File: config.mk
export PLATFORM = sky130hd
export DESIGN_NAME = clk_rst_ctrl
export DESIGN_NICKNAME = d
export VERILOG_FILES = /design/src/rtl/clk_rst_ctrl.sv
export SDC_FILE = /design/constraint.sdc
export NUM_CORES = 1
export LEC_CHECK = 0
export CAP_MARGIN = 20
export CELL_PAD_IN_SITES_DETAIL_PLACEMENT = 1
export CELL_PAD_IN_SITES_GLOBAL_PLACEMENT = 2
export CORE_MARGIN = 4
export CORE_UTILIZATION = 35
export DETAILED_ROUTE_END_ITERATION = 8
export PLACE_DENSITY_LB_ADDON = 0.15
export SLEW_MARGIN = 20
export SYNTH_ARGS = -nofsm -noshare
export SYNTH_HDL_FRONTEND = slang
export SYNTH_SLANG_ARGS = --single-unit
File: constraint.sdc
create_clock -name CLK -period 6.1 [get_ports CLK]
set_clock_uncertainty 0.1 [all_clocks]
set_input_delay 1.22 -clock CLK [delete_from_list [all_inputs] [get_ports CLK]]
set_output_delay 1.22 -clock CLK [all_outputs]
set_load 0.01 [all_outputs]
File: src/rtl/clk_rst_ctrl.sv
// Clock-enable prescaler and reset sequencer: merges the external pin and the
// watchdog power-on/manual requests into stretched, prioritised system resets.
module clk_rst_ctrl #(
    parameter int HOLD_CYC = 16
) (
    input  logic        CLK,
    input  logic        RST_N,
    input  logic        CE_R,
    input  logic        EXT_RES_N,
    input  logic        PRES,
    input  logic        MRES,
    output logic        CLK2_CE,
    output logic        CLK64_CE,
    output logic        CLK128_CE,
    output logic        CLK256_CE,
    output logic        CLK512_CE,
    output logic        CLK1024_CE,
    output logic        CLK4096_CE,
    output logic        CLK8192_CE,
    output logic        WDT_RES_N,
    output logic        SYS_PRES_N,
    output logic        SYS_MRES_N,
    output logic [1:0]  RST_SRC,
    output logic [1:0]  dbg_state,
    output logic [12:0] dbg_ps
);

    localparam logic [7:0] HOLD = 8'(HOLD_CYC);

    typedef enum logic [1:0] {
        ST_RUN   = 2'd0,
        ST_EXT   = 2'd1,
        ST_PHOLD = 2'd2,
        ST_MHOLD = 2'd3
    } state_t;

    state_t      state_q, state_d;
    logic [7:0]  hc_q, hc_d;
    logic [1:0]  src_q, src_d;
    logic [12:0] ps_q, ps_d;
    logic [7:0]  strb_q, strb_d;
    logic        wdt_q, wdt_d;
    logic        pres_n_q, pres_n_d;
    logic        mres_n_q, mres_n_d;
    logic        ext_s1_q, ext_s_q;
    logic        accept;

    // The pin is asynchronous, so it is resynchronised on every CLK edge.
    always_ff @(posedge CLK or negedge RST_N) begin
        if (!RST_N) begin
            ext_s1_q <= 1'b0;
            ext_s_q  <= 1'b0;
        end else begin
            ext_s1_q <= EXT_RES_N;
            ext_s_q  <= ext_s1_q;
        end
    end

    always_comb begin
        state_d  = state_q;
        hc_d     = hc_q;
        src_d    = src_q;
        ps_d     = ps_q;
        strb_d   = strb_q;
        wdt_d    = wdt_q;
        pres_n_d = pres_n_q;
        mres_n_d = mres_n_q;
        accept   = 1'b0;
        if (CE_R) begin
            if (!ext_s_q) begin
                state_d = ST_EXT;
                hc_d    = HOLD;
                src_d   = 2'b01;
            end else begin
                case (state_q)
                    ST_RUN: accept = 1'b1;
                    ST_EXT: begin
                        if (hc_q == 8'd1) accept = 1'b1;
                        else              hc_d = hc_q - 8'd1;
                    end
                    ST_PHOLD: begin
                        if (PRES)               hc_d = HOLD;
                        else if (hc_q == 8'd1)  accept = 1'b1;
                        else                    hc_d = hc_q - 8'd1;
                    end
                    ST_MHOLD: begin
                        if (PRES) begin
                            state_d = ST_PHOLD;
                            hc_d    = HOLD;
                            src_d   = 2'b10;
                        end else if (MRES) begin
                            hc_d = HOLD;
                        end else if (hc_q == 8'd1) begin
                            accept = 1'b1;
                        end else begin
                            hc_d = hc_q - 8'd1;
                        end
                    end
                    default: accept = 1'b1;
                endcase
                // Leaving a hold evaluates requests exactly as RUN would, so no dead cycle.
                if (accept) begin
                    if (PRES) begin
                        state_d = ST_PHOLD;
                        hc_d    = HOLD;
                        src_d   = 2'b10;
                    end else if (MRES) begin
                        state_d = ST_MHOLD;
                        hc_d    = HOLD;
                        src_d   = 2'b11;
                    end else begin
                        state_d = ST_RUN;
                    end
                end
            end

            if (state_d == ST_EXT) begin
                ps_d   = 13'd0;
                strb_d = 8'd0;
            end else begin
                ps_d      = ps_q + 13'd1;
                strb_d[0] = &ps_q[0:0];
                strb_d[1] = &ps_q[5:0];
                strb_d[2] = &ps_q[6:0];
                strb_d[3] = &ps_q[7:0];
                strb_d[4] = &ps_q[8:0];
                strb_d[5] = &ps_q[9:0];
                strb_d[6] = &ps_q[11:0];
                strb_d[7] = &ps_q[12:0];
            end

            wdt_d    = (state_d != ST_EXT);
            pres_n_d = !((state_d == ST_EXT) || (state_d == ST_PHOLD));
            mres_n_d = (state_d != ST_MHOLD);
        end
    end

    always_ff @(posedge CLK or negedge RST_N) begin
        if (!RST_N) begin
            state_q  <= ST_EXT;
            hc_q     <= HOLD;
            src_q    <= 2'b00;
            ps_q     <= 13'd0;
            strb_q   <= 8'd0;
            wdt_q    <= 1'b0;
            pres_n_q <= 1'b0;
            mres_n_q <= 1'b1;
        end else begin
            state_q  <= state_d;
            hc_q     <= hc_d;
            src_q    <= src_d;
            ps_q     <= ps_d;
            strb_q   <= strb_d;
            wdt_q    <= wdt_d;
            pres_n_q <= pres_n_d;
            mres_n_q <= mres_n_d;
        end
    end

    assign CLK2_CE    = strb_q[0];
    assign CLK64_CE   = strb_q[1];
    assign CLK128_CE  = strb_q[2];
    assign CLK256_CE  = strb_q[3];
    assign CLK512_CE  = strb_q[4];
    assign CLK1024_CE = strb_q[5];
    assign CLK4096_CE = strb_q[6];
    assign CLK8192_CE = strb_q[7];
    assign WDT_RES_N  = wdt_q;
    assign SYS_PRES_N = pres_n_q;
    assign SYS_MRES_N = mres_n_q;
    assign RST_SRC    = src_q;
    assign dbg_state  = state_q;
    assign dbg_ps     = ps_q;

endmodule

==> impl_metrics.ini <==
[layout]
n_antenna_cell = 0
multi_input_area_um2 = 1040
n_fill_cell = 641
synthToLayoutAreaGrowth_pct = 22.2
regArea_um2 = 955
layout-drive-gt1-share = 0.0956
layout.nets = 262

[worst_setup_path]
startpoint_type = primary input
critPathLaunch = PRES
arrival_ns = 3.82
crit_type = primary input to register
worstPathMaxFanout = 18
crit_path_end_kind = register
r2r_start = hc_q[1]$_DFFE_PN0P_
ff2ff_setup_slack_ns = 3.14
cp.required_ns = 6.22
rr_worst_depth = 10

[clocking]
cts-root-buf = clkbuf_8
postCtsSetupBuffers = 0
insertion_delay_ns = 0.28
cts_tree = built
hold_buffers = 0
cts_buffers = 5
h-tree-depth = 2
post_cts_resized = 0
cts_buffer_depth = 2
cts.clk_slew.worst_paths_ns = 0.07
clock_sinks = 38

[sta]
hold_viol = 0
finalCriticalPeriod_ns = 3.70
period_share = 0.607
timing.setup.tns_ns = 0
setup_viol = 0
slew_headroom = 0.409
grt_setup_unrepaired = false
maxSlewViolCount = 0
achievable-frequency_ghz = 0.270
tightest_slew_ns = 0.886

[yosys]
synthesis.nets = 232
seq_area_frac_synth = 0.455
avgSynthCellArea_um2 = 9.54
synth_cells = 220
synth_warnings = 0
yosysUniqueCellTypes = 47
ys_seq_elements = 38
syn_area_um2 = 2100

[pwr]
swShare = 0.367
p_per_area_nw_per_um2 = 329
p_int_mw = 0.534
pwr-share-seq = 0.406
peakVddDrop_mv = 0.162
p_switching_mw = 0.309
p_clk_frac = 0.213
p_comb_frac = 0.382
totalPowerFinal_mw = 0.843
leakage_nw = 1.04

[placement]
dp_hpwl_mm = 3.63
gp_congestion = 0.775
portBuffers = 33

[grt]
grt_max_degree = 39
first_global_vias = 1860
grt_first_pass_wirelength_mm = 9.23
gr-total-overflow = 0
antenna_found_initial = 0
grt_use_total = 0.156

[route]
vias = 1755
viasPerCell = 5.43
drt_iter0_markers = 39
remaining_drc_errors = 0
wl_mm = 5.16
wire_per_inst_um = 16.0
ant_nets = 0
drt-pass1-iter-count = 4

[floorplanning]
ioPinCount = 34
core_um2 = 5680
die_x_um = 85.4
row_count = 27
die_y_um = 85.4
initial_core_util = 0.370
dieArea_um2 = 7300

[run_status]
status = finished clean

[hold_path]
worstHoldPathCells = 0
hold_class = register to register
hold_start = ext_s1_q$_DFF_PN0_

[job]
drv_cap = 0
-- Yosys cell counts, drive strengths merged --
master    n  area (um2)
dfrtp    35         876
nor2     18        70.1
inv      16        60.1
nand3    16        97.6
nand2    15        56.3
o21ai    14        70.1
o2bb2ai  12         105
a21oi     9        48.8
mux2i     8        80.1
a21o      6        45.0
a31oi     6        37.5
buf       6        28.8
ha        6        75.1
nor3      6        41.3
clkbuf    5        18.8
mux2      5        56.3
nand3b    4        30.0
nand4     4        25.0
a22o      3        35.0
dfstp     3        78.8
nand2b    3        18.8
and3      2        12.5
nor2b     2        12.5
o22ai     2        12.5
or2       2        12.5
a211oi    1        7.51
a21bo     1        10.0
a21boi    1        7.51
and2      1        6.26
nor3b     1        7.51
nor4      1        6.26
o211ai    1        7.51
o21a      1        7.51
o22a      1        8.76
o311ai    1        8.76
o32ai     1        8.76
or4       1        7.51
-- worst max-delay path, stage by stage --
cell and delay (ns):
clkdlybuf4s50_1 0.52, a21o_1 0.24, a21o_1 0.21, o21ai_1 0.17, o21ai_1 0.17, a21bo_1 0.21
ha_1 0.41, nor4_1 0.44, mux2_2 0.22
-- stage by stage --
| stage | util | hold WS, ns | instances | worst slack (ns) | area, um2 |
|---|---|---|---|---|---|
| 2_1_floorplan | - | 0.231 | 220 | 3.03 | 2100 |
| 3_3_place_gp | 0.436 | 0.243 | 315 | 2.15 | 2470 |
| 3_5_place_dp | 0.436 | 0.248 | 315 | 2.10 | 2470 |
| 4_1_cts | 0.452 | 0.266 | 323 | 2.40 | 2560 |
| 5_1_grt | 0.452 | 0.282 | 323 | 2.21 | 2560 |
| 6_report | 0.452 | 0.260 | 323 | 2.40 | 2560 |
-- metal layers --
metal	global-route usage	up-vias	share of wire
met4	0.0388	0	0.011
met2	0.273	27	0.50
met5	0	-	0
met3	0.0330	5	0.033
li1	-	853	-
met1	0.193	870	0.46
-- layout make-up --
class,instances,share of cell area
clock buffer,7,0.0337
clock inverter,1,0.00195
tap,72,0.0351
inverter,16,0.0234
timing repair buffer,34,0.130
multi-input combinational,155,0.404
sequential,38,0.372
-- power by group through the flow --
| stage | combinational, mW | clock, mW | sequential (mW) |
|---|---|---|---|
| final | 0.322 | 0.179 | 0.342 |
| after global routing | 0.361 | 0.201 | 0.351 |
| after CTS | 0.326 | 0.190 | 0.342 |
| after detailed placement | 0.326 | 0 | 0.346 |
| after global placement | 0.323 | 0 | 0.346 |
| after floorplan | 0.219 | 0 | 0.342 |
-- final timing paths --
| path | end |
|---|---|
| worst max-delay path | strb_q[6]$_DFFE_PN0P_ |
| worst min-delay path | ext_s_q$_DFF_PN0_ |
| worst min register to register | ext_s_q$_DFF_PN0_ |
| max in group asynchronous | SYS_PRES_N$_DFFE_PN0P_ |
| min in group asynchronous | strb_q[0]$_DFFE_PN0P_ |
| worst max register to register | strb_q[6]$_DFFE_PN0P_ |
-- cells in the final DEF (no fill, tap or decap), types with 2 or more instances in the layout --
cell and n:
a21o_1 6, a31oi_1 6, inv_1 15, nand4_1 4, a21oi_1 8, o21ai_0 10, clkbuf_8 6, nand2_1 15
mux2_2 5, o2bb2ai_1 12, nand3_1 14, ha_1 6, mux2i_1 8, or2_1 2, and3_1 2, dfrtp_1 35
nor2_1 17, nor3_1 5, a22o_1 2, o21ai_1 4, o22ai_1 2, nand2b_1 3, dfstp_2 3, nand3b_1 4
nor2b_1 2, clkdlybuf4s50_1 32
-- sequential cells by signal (all words and copies together) (netlist names) --
signal and cells:
RST_SRC 2, ext_s1_q 1, SYS_MRES_N 1, ext_s_q 1, dbg_state 2, dbg_ps 13, hc_q 8, SYS_PRES_N 1
WDT_RES_N 1, strb_q 8
-- logic make-up (layout without fill, tap and decap cells) --
logic type | Yosys count | after routing | synth area share
multiplexers | 13 | 13 | 0.0650
adder cells (fa/ha/maj) | 6 | 6 | 0.0358
buffers and inverters | 27 | 58 | 0.0513
AND/OR/NAND/NOR | 76 | 76 | 0.193
AO/OA/AOI/OAI | 60 | 60 | 0.200
flip-flops | 38 | 38 | 0.455
Note: power is estimated with default switching activity, not from simulation.
